`src/rtl/lif_neuron_array.sv`:
```
// Time-multiplexed array of leaky integrate-and-fire neurons sharing one
// leak/integrate/compare datapath, with refractory hold and membrane readback.
module lif_neuron_array #(
  parameter int unsigned N_NEURONS = 8,
  parameter int unsigned DATA_W    = 16,
  parameter int unsigned FRAC_W    = 16,
  parameter int unsigned REFRAC_W  = 4,
  parameter int unsigned IDX_W     = $clog2(N_NEURONS)
) (
  input  logic                          clk,
  input  logic                          reset,
  input  logic                          step_valid,
  output logic                          step_ready,
  input  logic [N_NEURONS*DATA_W-1:0]   input_current,
  input  logic [FRAC_W-1:0]             leak_factor,
  input  logic [DATA_W-1:0]             threshold,
  input  logic [DATA_W-1:0]             reset_potential,
  input  logic [REFRAC_W-1:0]           refrac_period,
  output logic                          spike_valid,
  input  logic                          spike_ready,
  output logic [N_NEURONS-1:0]          spikes,
  input  logic [IDX_W-1:0]              rd_idx,
  output logic [DATA_W-1:0]             rd_potential
);

  localparam int unsigned PROD_W = DATA_W + FRAC_W;
  localparam int unsigned SUM_W  = DATA_W + 1;
  localparam logic [IDX_W-1:0] LAST_IDX = IDX_W'(N_NEURONS - 1);

  typedef enum logic [1:0] {IDLE, UPDATE, DONE} state_t;

  state_t               state;
  logic [IDX_W-1:0]     idx;
  logic [N_NEURONS-1:0] acc;

  logic [DATA_W-1:0]    cur_q [N_NEURONS];
  logic [FRAC_W-1:0]    leak_q;
  logic [DATA_W-1:0]    thr_q;
  logic [DATA_W-1:0]    vrst_q;
  logic [REFRAC_W-1:0]  refr_q;

  logic [DATA_W-1:0]    v_mem [N_NEURONS];
  logic [REFRAC_W-1:0]  r_mem [N_NEURONS];

  logic [DATA_W-1:0]    v_cur;
  logic [REFRAC_W-1:0]  r_cur;
  logic [PROD_W-1:0]    prod;
  logic [DATA_W-1:0]    leak;
  logic [SUM_W-1:0]     sum;
  logic [DATA_W-1:0]    sat;
  logic [DATA_W-1:0]    new_v;
  logic [REFRAC_W-1:0]  new_r;
  logic                 fire;
  logic                 we;
  logic [DATA_W-1:0]    rd_next;

  // Shared neuron datapath for the neuron selected by idx
  always_comb begin
    v_cur = v_mem[idx];
    r_cur = r_mem[idx];
    prod  = PROD_W'(v_cur) * PROD_W'(leak_q);
    leak  = prod[PROD_W-1:FRAC_W];
    // leak <= v always, so the subtraction cannot wrap
    sum   = SUM_W'(v_cur) - SUM_W'(leak) + SUM_W'(cur_q[idx]);
    sat   = sum[DATA_W] ? {DATA_W{1'b1}} : sum[DATA_W-1:0];
    new_v = v_cur;
    new_r = r_cur;
    fire  = 1'b0;
    if (r_cur != '0) begin
      new_r = r_cur - REFRAC_W'(1);
      new_v = vrst_q;
    end else if (sat >= thr_q) begin
      fire  = 1'b1;
      new_v = vrst_q;
      new_r = refr_q;
    end else begin
      new_v = sat;
    end
  end

  // Readback is write-first against the neuron being updated this cycle
  always_comb begin
    we      = (state == UPDATE);
    rd_next = '0;
    if (32'(rd_idx) < N_NEURONS) begin
      if (we && (rd_idx == idx)) rd_next = new_v;
      else                       rd_next = v_mem[rd_idx];
    end
  end

  always_ff @(posedge clk) begin
    if (reset) begin
      state        <= IDLE;
      idx          <= '0;
      acc          <= '0;
      step_ready   <= 1'b1;
      spike_valid  <= 1'b0;
      spikes       <= '0;
      rd_potential <= '0;
      leak_q       <= '0;
      thr_q        <= '0;
      vrst_q       <= '0;
      refr_q       <= '0;
      for (int i = 0; i < int'(N_NEURONS); i++) begin
        cur_q[i] <= '0;
        v_mem[i] <= '0;
        r_mem[i] <= '0;
      end
    end else begin
      rd_potential <= rd_next;
      if (we) begin
        v_mem[idx] <= new_v;
        r_mem[idx] <= new_r;
        acc[idx]   <= fire;
      end
      case (state)
        IDLE: begin
          if (step_valid) begin
            for (int i = 0; i < int'(N_NEURONS); i++)
              cur_q[i] <= input_current[i*DATA_W +: DATA_W];
            leak_q     <= leak_factor;
            thr_q      <= threshold;
            vrst_q     <= reset_potential;
            refr_q     <= refrac_period;
            acc        <= '0;
            idx        <= '0;
            step_ready <= 1'b0;
            state      <= UPDATE;
          end
        end
        UPDATE: begin
          if (idx == LAST_IDX) state <= DONE;
          else                 idx   <= idx + IDX_W'(1);
        end
        DONE: begin
          // First DONE cycle publishes the vector; it then holds until accepted
          if (!spike_valid) begin
            spike_valid <= 1'b1;
            spikes      <= acc;
          end else if (spike_ready) begin
            spike_valid <= 1'b0;
            step_ready  <= 1'b1;
            state       <= IDLE;
          end
        end
        default: state <= IDLE;
      endcase
    end
  end

endmodule

```
`config.mk`:
```
export PLATFORM = sky130hd
export DESIGN_NAME = lif_neuron_array
export DESIGN_NICKNAME = d
export VERILOG_FILES = /design/src/rtl/lif_neuron_array.sv
export SDC_FILE = /design/constraint.sdc
export NUM_CORES = 1
export LEC_CHECK = 0
export ABC_CLOCK_PERIOD_IN_PS = 11450
export CAP_MARGIN = 20
export CORE_MARGIN = 2
export CORE_UTILIZATION = 50
export DETAILED_ROUTE_END_ITERATION = 7
export MAX_ROUTING_LAYER = met4
export PLACE_DENSITY = 0.73
export SETUP_SLACK_MARGIN = 0.1
export SKIP_CTS_REPAIR_TIMING = 1
export SYNTH_ARGS = -nofsm -noshare
export SYNTH_HDL_FRONTEND = slang
export SYNTH_SLANG_ARGS = --single-unit
```
`constraint.sdc`:
```
create_clock -name clk -period 11.45 [get_ports clk]
set_input_delay 2.29 -clock clk [delete_from_list [all_inputs] [get_ports clk]]
set_output_delay 2.29 -clock clk [all_outputs]
set_load 0.05 [all_outputs]
```
# == Yosys cells after proc, flatten, opt, wreduce, memory -nomap -nowiden ==
# Memory sizes are Yosys's and may differ from the RTL's. A register that Yosys moved wholly into a read port is not among the register bits.
# Cells that the tools add are included.
# classes
addsub,4
magnitude_cmp,3
eq_ne,8
n_bitwise,9
n_mul,1
muxes,56
n_reduce_logical,12
# ops
cell,n
$mux 16,12
$mul 16x16->32,1
$mux 3,10
$mux 8,3
$mux 1,19
$add 17x16->17,1
$sub 16x16->17,1
$ge 16x16->1,1
$reduce_or 16->1,1
$mux 4,3
$bwmux 8,1
$mux 2,4
$ne 2x2->1 const B,4
$or 1x1->1,8
$reduce_and 4->1,2
$pmux 2 s3,1
$pmux 3 s2,1
$lt 3x4->1 const B,1
$reduce_and 2->1,2
$reduce_bool 2->1,2
$reduce_bool 4->1,1
$reduce_or 4->1,1
$sub 4x1->4 const B,1
$add 3x1->3 const B,1
11 further kinds,11
# word_totals
reg_bits,75
elab_cells,106
mem_bits_rw,288
memories,3
# mem_list
name,words,word_bits,read_ports,rd_ports_with_merged_regs,write_ports,line_no,rtl
cur_q,8,16,1,1,8,36,logic [DATA_W-1:0] cur_q [N_NEURONS];
v_mem,8,16,2,2,8,42,logic [DATA_W-1:0] v_mem [N_NEURONS];
r_mem,8,4,1,1,8,43,logic [REFRAC_W-1:0] r_mem [N_NEURONS];

# == Longest topological paths before layout ==
# logic_depth
depth_word,11
ltp_mapped,49
depth_no_buf,43

# == Least setup slack after synthesis ==
# No wires, ideal clock.
# synth_path
path_type,flip-flop to flip-flop
start,reg (tool-made name)
end,"mem v_mem[0][7], data pin"
setup_slack_ns,-0.519
path_stages_with_launch,49
t_required_ns,11.182
arrival_time_ns,11.701
cell_sequence,dfxtp_1 > buf_6 > buf_2 > buf_2 > mux4_2 > mux2_2 > clkbuf_1 > and2_1 > fa_1 > inv_1 > fa_1 > inv_1 > fa_1 > fa_1 > fa_1 > inv_1 > fa_1 > inv_1 > (+13 left out) > a21oi_1 > o21ai_0 > o21ai_1 > o211ai_2 > xor2_1 > buf_4 > buf_4 > or2_2 > ha_1 > a21o_1 > a21o_1 > a21oi_1 > o21ai_0 > a21oi_1 > nand2_4 > buf_4 > o31ai_4 > nor2_1
# synth_lines
element,line_no
end: declaration,42

==> results.yml <==
placement:
  gp_congestion: 0.931
  io_buffers: 212
  pre_cts_slack_ns: -0.159
  placed_area_um2: 30400
  dp_hpwl_mm: 52.0
synthesis:
  synth_nets: 2930
  mappedNetlistArea_um2: 27000
  synth_top_area_share_pct: 32.1
  synthTopCellsByArea: "edfxtp_1, fa_1, mux4_2, dfxtp_1, ha_1"
  ys_types: 69
  ys_ff_latch: 382
  syn_avg_cell_area_um2: 11.2
  ys_async_sr_fraction_pct: 0
  yosysSeqAreaShare_pct: 39.1
  yosys.area.top_type: "edfxtp_1"
  ys.flop_type: "edfxtp_1"
  synth_edf_count: 288
  ys.warnings.count: 0
  syn_inst: 2396
job:
  maxCapViolCount: 0
timing:
  slew_violations: 0
  fmax_mhz: 88.5
  setup_viol: 0
  fin_crit_sh_pct: 98.7
  fin_ws_ns: 0.153
  hold_slack_ns: 0.457
  tightest_slew_ns: 1.27
  max_slew_margin_pct: 14.9
  finalSetupTns_ns: 0
  hold_viol: 0
  clock_skew_ns: 0.0262
  layout_min_cycle_time_ns: 11.30
  rsz0062_at_grt: "yes"
grt:
  grt.overflow.total: 0
  grt_pass1_vias: 20191
  grt_max_degree: 107
  antenna_found_initial: 0
  grt_pass1_wl_mm: 115
  track_usage_pct: 27.6
power:
  p_per_area_nw_per_um2: 161
  p_leak_nw: 13.8
  peakVddDrop_mv: 0.122
cts:
  cts_root_buf: "clkbuf_16"
  clk_path_buf_depth: 3
  h-tree-depth: 2
  clk_pin_slew_ns: 0.06
  cts_buffers: 42
  tritoncts: "yes"
  clk_latency_ns: 0.58
  clkSinkCount: 382
hold_path:
  hold_path_class: "register to register"
routing:
  post_drt_wl_per_cell_um: 22.5
  ant_nets: 0
  vias_per_cell: 5.86
  wl_mm: 76.8
  drt-initial-drc-count: 1799
  vias: 20004
  drt_first_pass_iters: 5
  drc: 0
worst_setup_path:
  slowest_delay_ns: 0.54
  crit_path_end: "v_mem[2][15]$_SDFFCE_PN0P_"
  crit_fanout: 7
  slowest_stage: "fa_1"
  path_delay_family: "adder cells"
  worstPathRequired_ns: 11.73
  r2r_cells: 46
  crit_cells: 46
  cp.buffers_inverters: 8
  start_kind: "register"
  reg2reg_to: "v_mem[2][15]$_SDFFCE_PN0P_"
  crit_arrival_ns: 11.58
  end_kind: "register"
  critPathKind: "register to register"
  cp_common_cell: "fa_1"
  reg2reg_slack_ns: 0.15
floorplanning:
  dieHeight_um: 236
  start_util_pct: 50.3
  dieArea_um2: 55800
  core_area_um2: 53600
  fp-row-count: 85
  die_w_um: 236
  pin_count: 213
layout:
  finish.utilization_pct: 62.3
  num-nets-final: 3215
  drive_gt1_share_pct: 20.8
  final_cell_area_um2: 33400
  syn2layout_area_growth_pct: 23.8
  layout_common_cells: "nand2_1, edfxtp_1, inv_1, clkdlybuf4s50_1, fa_1"
outcome:
  status: "completed"
## layer usage
metal	GRT usage, %	wire [um]	up-vias
met3	4.14	7290	162
met4	8.52	2310	0
met2	42.9	36200	1072
li1	-	-	8759
met1	37.9	31000	10011
met5	-	0	-
## power breakdown
| part | switching (W) | total [W] | internal, W |
|---|---|---|---|
| registers | 0.0000515 | 0.00162 | 0.00157 |
| clock network | 0.000570 | 0.00133 | 0.000757 |
| logic | 0.00135 | 0.00243 | 0.00107 |
## kinds of logic (layout without fill, tap and decap cells)
group                    count (synthesis)  count (layout)  share of synthesized area (%)
AND/OR/NAND/NOR                        840             840                           15.1
buffers and inverters                  398             712                           5.71
flip-flops                             382             382                           39.1
adder cells (fa/ha/maj)                347             347                           21.9
AO/OA/AOI/OAI                          240             243                           6.38
multiplexers                           154             154                           10.7
XOR/XNOR                                35              36                           1.14
other                                    0               1                              0
## worst register-to-register path, delay by kind of cell (launching register included)
| family | cells | cell delay, ns |
|---|---|---|
| AND/OR/NAND/NOR | 11 | 1.39 |
| adder cells (fa/ha/maj) | 10 | 4.34 |
| XOR/XNOR | 2 | 0.53 |
| multiplexers | 2 | 0.83 |
| flip-flops | 1 | 0.42 |
| AO/OA/AOI/OAI | 13 | 2.64 |
| buffers and inverters | 8 | 0.85 |
## synth_stat cells, drive strengths merged (4+ instances only)
| master | number |
|---|---|
| a211oi | 34 |
| and3 | 103 |
| o21ai | 25 |
| nand2 | 293 |
| dfxtp | 94 |
| mux2i | 19 |
| clkbuf | 117 |
| nand3 | 17 |
| nor3 | 25 |
| nand4 | 8 |
| a31oi | 4 |
| a21oi | 107 |
| and2 | 115 |
| inv | 256 |
| fa | 209 |
| o21a | 4 |
| edfxtp | 288 |
| o31ai | 12 |
| nor2b | 61 |
| mux4 | 104 |
| xnor2 | 21 |
| xor2 | 14 |
| buf | 25 |
| nand2b | 7 |
| mux2 | 31 |
| nor2 | 171 |
| or2 | 28 |
| a21o | 27 |
| ha | 138 |
## how the worst min path moves through the flow
stage | startpoint | end | slack [ns] | cells after the start
after floorplan | refr_q[1]$_SDFFE_PP0P_ | refr_q[1]$_SDFFE_PP0P_ | 0.43 | 2
after global placement | vrst_q[2]$_SDFFE_PP0P_ | vrst_q[2]$_SDFFE_PP0P_ | 0.44 | 2
after detailed placement | thr_q[13]$_SDFFE_PP0P_ | thr_q[13]$_SDFFE_PP0P_ | 0.45 | 2
after CTS | thr_q[13]$_SDFFE_PP0P_ | thr_q[13]$_SDFFE_PP0P_ | 0.46 | 2
after global routing | refr_q[1]$_SDFFE_PP0P_ | refr_q[1]$_SDFFE_PP0P_ | 0.47 | 2
final | thr_q[13]$_SDFFE_PP0P_ | thr_q[13]$_SDFFE_PP0P_ | 0.46 | 2
## flip-flops by register name (all words and copies together), names as in the netlist, 2 cells and up, named ones only
register	count
acc	8
cur_q	128
idx	3
leak_q	16
r_mem	32
rd_potential	16
refr_q	4
spikes	8
state	2
thr_q	16
v_mem	128
vrst_q	16
## metrics by stage
stage,total power [W],cells
after CTS,0.00493,3335
after detailed placement,0.00361,3258
after global placement,0.00357,3257
after global routing,0.00561,3410
final,0.00538,3411
after floorplan,0.00289,2396
## layout make-up
| cell class | instances | area, um2 |
|---|---|---|
| Sequential cell | 382 | 10500 |
| Clock buffer | 58 | 1190 |
| Fill cell | 4073 | 20200 |
| Tap cell | 696 | 871 |
| Multi-Input combinational cell | 1620 | 15800 |
| Timing Repair Buffer | 379 | 3890 |
| Inverter | 256 | 961 |
| Clock inverter | 19 | 156 |
| Antenna cell | 1 | 2.50 |
Power figures use the tool's default switching activity.
